<file path="src/rtl/my_16encoder_pkg.sv">
// Shared definitions for the 16-line request encoder.
package my_defs;

  localparam int unsigned ENC_W = 4;
  localparam int unsigned N_REQ = 16;

  typedef enum logic {
    IDLE  = 1'b0,
    GRANT = 1'b1
  } state_e;

  // One-hot decode of an encoded request index.
  function automatic logic [N_REQ-1:0] idx2onehot(input logic [ENC_W-1:0] idx);
    logic [N_REQ-1:0] oh;
    oh      = '0;
    oh[idx] = 1'b1;
    return oh;
  endfunction

endpackage

</file>
<file path="src/rtl/my_16encoder_prio_pick.sv">
// Combinational find-first-set over the eligible lines, starting at 'start'
// and wrapping from 15 back to 0.
module my_prio_pick
  import my_defs::*;
(
  input  logic [N_REQ-1:0] elig,
  input  logic [ENC_W-1:0] start,
  output logic             any,
  output logic [ENC_W-1:0] sel
);

  logic [ENC_W-1:0] idx;

  // Walk the lines in rotated order; the first eligible one found is kept.
  always_comb begin
    any = 1'b0;
    sel = '0;
    idx = '0;
    for (int unsigned i = 0; i < N_REQ; i++) begin
      idx = start + ENC_W'(i);
      if (!any && elig[idx]) begin
        any = 1'b1;
        sel = idx;
      end
    end
  end

endmodule

</file>
<file path="src/rtl/my_16encoder.sv">
// 16-to-4 request encoder: edge-captured sticky pending bits, a priority
// picker (fixed or rotating) and a registered index with a valid/ack handshake.
module my_16encoder
  import my_defs::*;
#(
  parameter int unsigned ROUND_ROBIN = 0,
  parameter int unsigned N_REQ       = 16
) (
  input  logic             clk,
  input  logic             reset,
  input  logic [N_REQ-1:0] req,
  input  logic [N_REQ-1:0] mask,
  input  logic             ack,
  output logic             valid,
  output logic [ENC_W-1:0] index,
  output logic [N_REQ-1:0] onehot,
  output logic [N_REQ-1:0] pending
);

  state_e           state_q;
  logic             valid_q;
  logic [ENC_W-1:0] index_q;
  logic [ENC_W-1:0] rr_ptr_q;
  logic [N_REQ-1:0] req_q;
  logic [N_REQ-1:0] pending_q, pending_d;

  logic [N_REQ-1:0] rise;
  logic [N_REQ-1:0] clr;
  logic [N_REQ-1:0] elig;
  logic [ENC_W-1:0] start;
  logic             pick_any;
  logic [ENC_W-1:0] pick_sel;
  logic             ack_take;

  // Edge detect, handshake clear and eligibility; a new edge beats a same-cycle clear.
  always_comb begin
    rise      = req & ~req_q;
    ack_take  = (state_q == GRANT) && ack;
    clr       = ack_take ? idx2onehot(index_q) : '0;
    pending_d = (pending_q & ~clr) | rise;
    elig      = pending_q & ~mask;
    start     = (ROUND_ROBIN != 0) ? rr_ptr_q : '0;
  end

  my_prio_pick u_pick (
    .elig  (elig),
    .start (start),
    .any   (pick_any),
    .sel   (pick_sel)
  );

  // Request history and sticky pending register; history resets high so
  // lines already asserted at reset release do not count as edges.
  always_ff @(posedge clk) begin
    if (reset) begin
      req_q     <= '1;
      pending_q <= '0;
    end else begin
      req_q     <= req;
      pending_q <= pending_d;
    end
  end

  // Grant FSM with registered valid/index and rotating-priority pointer.
  always_ff @(posedge clk) begin
    if (reset) begin
      state_q  <= IDLE;
      valid_q  <= 1'b0;
      index_q  <= '0;
      rr_ptr_q <= '0;
    end else begin
      case (state_q)
        IDLE: begin
          if (pick_any) begin
            index_q <= pick_sel;
            valid_q <= 1'b1;
            state_q <= GRANT;
          end
        end
        GRANT: begin
          if (ack) begin
            valid_q <= 1'b0;
            state_q <= IDLE;
            if (ROUND_ROBIN != 0) begin
              rr_ptr_q <= index_q + 4'd1;
            end
          end
        end
        default: begin
          state_q <= IDLE;
          valid_q <= 1'b0;
        end
      endcase
    end
  end

  assign valid   = valid_q;
  assign index   = index_q;
  assign onehot  = valid_q ? idx2onehot(index_q) : '0;
  assign pending = pending_q;

endmodule
</file>
<file path="config.mk">
export PLATFORM = sky130hd
export DESIGN_NAME = my_16encoder
export DESIGN_NICKNAME = d
export VERILOG_FILES = /design/src/rtl/my_16encoder_pkg.sv /design/src/rtl/my_16encoder_prio_pick.sv /design/src/rtl/my_16encoder.sv
export SDC_FILE = /design/constraint.sdc
export NUM_CORES = 1
export LEC_CHECK = 0
export BUFFER_PORTS_ARGS = -buffer_cell sky130_fd_sc_hd__buf_4
export CAP_MARGIN = 20
export CORE_UTILIZATION = 30
export DETAILED_ROUTE_END_ITERATION = 10
export GPL_TIMING_DRIVEN = 0
export PLACE_DENSITY = 0.63
export SETUP_SLACK_MARGIN = 0.15
export SLEW_MARGIN = 5
export SYNTH_ARGS = -nofsm -noshare
export SYNTH_HDL_FRONTEND = slang
export SYNTH_SLANG_ARGS = --single-unit
</file>
<file path="constraint.sdc">
create_clock -name clk -period 1.8 [get_ports clk]
set_input_delay 0.36 -clock clk [delete_from_list [all_inputs] [get_ports clk]]
set_output_delay 0.36 -clock clk [all_outputs]
set_load 0.05 [all_outputs]
</file>
==> impl_metrics.ini, run 1 <==
[layout]
final_util_pct = 53.18
fin_cells = 364
layout_common_cells = 63 x buf_4, 23 x a21oi_1, 20 x nand2b_1
final_net_count = 326
regArea_um2 = 798.3
multi_input_area_mm2 = 0.001089
n_fill_cell = 540
area_growth_syn_to_layout_pct = 71.66
drive_gt1_share_pct = 57.53
n_antenna_cell = 0
layout.cells.most_common = buf_4

[worst_setup_path]
cp.required_ps = 1440
r2r_setup_slack_ps = 130
slowest_delay_ps = 460
worst-setup-path-type = flop to output pin
startpoint_type = flop
r2r_cells = 5
worst_ep_arrival_time_ps = 1500
end_kind = output pin
crit_chain = buf_8, or3b_4, nor2_4, buf_6
path_delay_family = simple AND/OR/NAND/NOR gates
cp_max_fo = 4
critical-path-slowest-cell = or3b_4
crit_buf_inv = 2
path_depth = 4

[timing]
setup_violations = 4
min_period_over_period_pct = 103.3
worst_slew_pin_slew_ps = 549.2
max_freq_mhz = 537.9
worst_slack_ps = -59.25
min_period_ps = 1859
relSlewSlack_pct = 63.39
skew_ps = 5.810
hold_violations = 0
rsz0062_at_grt = yes
slew_violations = 0
hold-worst-slack_ps = 260.2

[cts]
ctsHoldBuffers = 0
cts-root-buf = clkbuf_8
cts_tree = yes
cts_buffers = 5
htree_levels = 2
clk_path_buf_depth = 2
cts.clk_slew.worst_paths_ps = 80
worstSkewPairLatency_ps = 290
clkSinkCount = 38

[power_and_ir_drop]
peakVddDrop_v = 0.0003786
p_leak_uw = 0.001164
p_per_area_mw_per_mm2 = 862.3

[status]
violations = setup timing
status = complete, but fails checks

[floorplan]
rows = 27
die_y_um = 77.18
die_area_mm2 = 0.005956
start_util_pct = 30.98
coreArea_mm2 = 0.005473
ios = 72
die_x_um = 77.18

[run]
drv_cap = 0

[synthesis]
synth_nets = 234
postSynthAreaPerCell_um2 = 8.519
synth_top_area_share_pct = 44.87
seq_area_frac_synth_pct = 44.87
synth.distinct_cells = 28
netlist_instances = 199
synth_area_leaders = dfxtp_1 45%, nand2b_1 8.1%, a21oi_1 6.8%, or2_2 6.3%, nor2_1 6.0%
synth_area_mm2 = 0.001695
ys_warn_count = 0
ys_ff_latch = 38
yosysTopAreaCell = dfxtp_1

[grt]
grt_pass1_wl_mm = 7.769
grt_usage_pct = 16.91
antenna_found_initial = 0
grt_max_degree = 13
grt_pass1_vias = 1634
grt-ovfl-total = 0

[routing]
routed_via_density = 4.613
vias = 1679
ant_nets = 0
first_iter_violations = 60
wirelength_mm = 4.766
routedWlPerCell_um = 13.09
drc = 0
first_pass_iters = 6

[worst_hold_path]
worst_hold_path.num_cells = 2
hold_class = primary input to flop

[place]
place_ws_ps = 60.21
dp_cells = 341
portBuffers = 70
dp_hpwl_mm = 3.586
gp_congestion = 0.8312
==> layer usage <==
| layer | up-vias | track usage, % | wire length [um] |
|---|---|---|---|
| met5 | - | 0 | 0 |
| met4 | 0 | 4.717 | 29 |
| met3 | 4 | 5.000 | 335 |
| met2 | 54 | 30.44 | 2439 |
| met1 | 764 | 19.11 | 1962 |
| li1 | 857 | - | - |
==> synth_stat cells, drive strengths merged <==
library cell / number
a2111oi: 1
a211o: 1
a211oi: 4
a21oi: 23
a31oi: 1
a41oi: 1
clkbuf: 8
dfxtp: 38
inv: 2
nand2: 5
nand2b: 22
nand3: 2
nand3b: 2
nand4: 2
nor2: 27
nor2b: 15
nor3: 3
nor4: 2
nor4b: 1
o21ai: 17
o31ai: 1
o32ai: 1
or2: 17
or3: 1
or3b: 1
or4b: 1
==> worst paths after layout <==
kind | from | to
max reg2reg | pending[8] | index[0]
min reg2reg | req_q[13] | pending[13]
min | ack | state_q
max | index[0] | onehot[0]
==> state kept, by name, summed over array words and instances, names as in the netlist <==
signal	cells
index	4
pending	16
req_q	16
state_q	1
valid	1
==> logic make-up after synthesis <==
family          synth area share (%)
compound gates                 17.20
buf+inv                        2.214
flops                          44.87
simple gates                   35.72
==> layout make-up <==
cell class | instances | share of cell area (%)
multi-input cells | 151 | 37.40
flip-flops and latches | 38 | 27.43
repair buffers | 85 | 25.67
clock buffers | 6 | 3.224
well taps | 72 | 3.095
plain buffers | 8 | 2.580
clock inverters | 2 | 0.3439
inverters | 2 | 0.2580
==> metrics by stage <==
step           area [um^2]  TNS (ps)  total power [uW]
2_1_floorplan         1886         0              1481
3_3_place_gp          2501         0              1691
3_5_place_dp          2501         0              1698
4_1_cts               2790    -252.3              2470
5_1_grt               2910    -354.8              2632
6_report              2910    -187.1              2509
==> report_power, final <==
part	switching [uW]	leakage [uW]	internal [uW]	total (uW)
logic	502	0.000784	392	894
registers	45.1	0.000324	912	957
clock network	306	0.0000561	352	658
==> what timing repair did <==
item,CTS,global route
cloned,0,0
setup endpoints to repair,19,33
resized for setup,26,26
buffers inserted,10,5
pin swaps,3,10
endpoints found under the hold margin,0,0
No activity file was read; power rests on OpenSTA's default activity.
==> run 2, diff against run 1 <==
--- a/config.mk
+++ b/config.mk
@@ -9,7 +9,6 @@
 export CAP_MARGIN = 20
 export CORE_UTILIZATION = 30
 export DETAILED_ROUTE_END_ITERATION = 10
-export GPL_TIMING_DRIVEN = 0
 export PLACE_DENSITY = 0.63
 export SETUP_SLACK_MARGIN = 0.15
 export SLEW_MARGIN = 5
==> run 2 against run 1 <==
The flow now finishes without violations. Via count down 0.30%. Clock skew decreased by 3.7 ps. Final cell count fell by 2.7%. Critical path type unchanged. Critical endpoint is now onehot[4].
==> impl_metrics.ini, run 2 (synthesized netlist as in run 1, its figures left out) <==
[layout]
area_growth_syn_to_layout_pct = 62.88
regArea_um2 = 803.3
layout.cells.most_common = buf_4
n_fill_cell = 575
fin_area_mm2 = 0.002761
multi_input_area_mm2 = 0.001075
final_net_count = 316
n_antenna_cell = 0
layout_common_cells = 67 x buf_4, 23 x a21oi_1, 20 x nand2b_1
drive_gt1_share_pct = 56.38

[routing]
routedWlPerCell_um = 12.99
drc = 0
first_iter_violations = 105
ant_nets = 0
wirelength_mm = 4.599
vias = 1674
first_pass_iters = 4
routed_via_density = 4.729

[timing]
worst_slew_pin_slew_ps = 398.1
skew_ps = 2.105
relSlewSlack_pct = 73.41
max_freq_mhz = 575.0
min_period_ps = 1739
rsz0062_at_grt = yes
tns_ps = 0
setup_violations = 0
slew_violations = 0
hold_violations = 0
min_period_over_period_pct = 96.62

[grt]
grt-ovfl-total = 0
grt_usage_pct = 16.12
grt_pass1_wl_mm = 7.458
grt_pass1_vias = 1524
antenna_found_initial = 0
grt_max_degree = 39

[worst_setup_path]
worst_ep_arrival_time_ps = 1380
r2r_setup_slack_ps = 150
path_delay_family = simple AND/OR/NAND/NOR gates
end_kind = output pin
cp_max_fo = 5
crit_chain = or3b_4, nor2_4, buf_6
crit_buf_inv = 1
slowest_delay_ps = 470
worst-setup-path-type = flop to output pin
cp.required_ps = 1440
critical-path-slowest-cell = or3b_4
startpoint_type = flop

[cts]
clk_path_buf_depth = 2
cts_buffers = 5
worstSkewPairLatency_ps = 280
clkSinkCount = 38
cts_tree = yes
cts-root-buf = clkbuf_8
cts.clk_slew.worst_paths_ps = 70
ctsHoldBuffers = 0
htree_levels = 2

[place]
place_area_mm2 = 0.002487
dp_hpwl_mm = 3.456
gp_congestion = 0.8204
portBuffers = 71

[power_and_ir_drop]
peakVddDrop_v = 0.0003722
p_leak_uw = 0.001112
p_per_area_mw_per_mm2 = 849.2

[floorplan]
ios = 72
start_util_pct = 30.98
die_area_mm2 = 0.005956
die_x_um = 77.18
rows = 27
coreArea_mm2 = 0.005473
die_y_um = 77.18

[worst_hold_path]
hold_class = primary input to flop

[status]
status = complete, no violations

[run]
drv_cap = 0
## run 2: path summary, 6_finish.rpt
path | cells after the start | start | endpoint
worst min-delay path | 2 | req[7] | req_q[7]
worst max register to register | 5 | pending[9] | index[0]
worst min register to register | 2 | req_q[9] | pending[9]
worst max-delay path | 3 | index[0] | onehot[4]
## run 2: worst reg2reg max path: stages, from the launching register on
cell	delay, ps
dfxtp_4	350
nor2b_4	130
or4b_4	560
o32ai_2	220
nand3_1	130
a211oi_2	170
## run 2: where the power goes
group	total [uW]	switching (uW)	internal [uW]
clock network	593	285	309
logic	774	459	314
registers	978	63.5	914
total	2340	807	1540
## run 2: final cells by class
class	count	area share [%]
clock buffers	7	3.126
well taps	72	3.262
flip-flops and latches	38	29.09
inverters	2	0.2719
repair buffers	83	25.15
clock inverters	1	0.1812
multi-input cells	151	38.92
## run 2: through the flow
stage	hold WS [ps]	util [%]	instances	total power, uW	worst slack, ps
floorplan	452.1	-	199	1481	145.0
global placement	460.7	45.45	338	1673	139.4
detailed placement	465.2	45.45	338	1682	98.53
CTS	260.5	48.83	352	2340	53.73
global route	261.7	50.46	354	2473	11.37
finish	270.5	50.46	354	2345	60.92
## run 2: metal layers
layer | global-route usage (%) | up-vias | part of all wire, % | wire [um]
li1 | - | 842 | - | -
met1 | 19.52 | 778 | 43 | 1990
met2 | 28.23 | 50 | 52 | 2383
met3 | 3.690 | 4 | 4.3 | 200
met4 | 4.528 | 0 | 0.52 | 24
met5 | 0 | - | 0 | 0
## run 2: repair_timing
| action | in CTS | in global routing |
|---|---|---|
| buffers inserted | 6 | 2 |
| pin swaps | 1 | 4 |
| gates cloned | 0 | 0 |
| endpoints found under the setup margin | 16 | 21 |
| resized for setup | 14 | 18 |
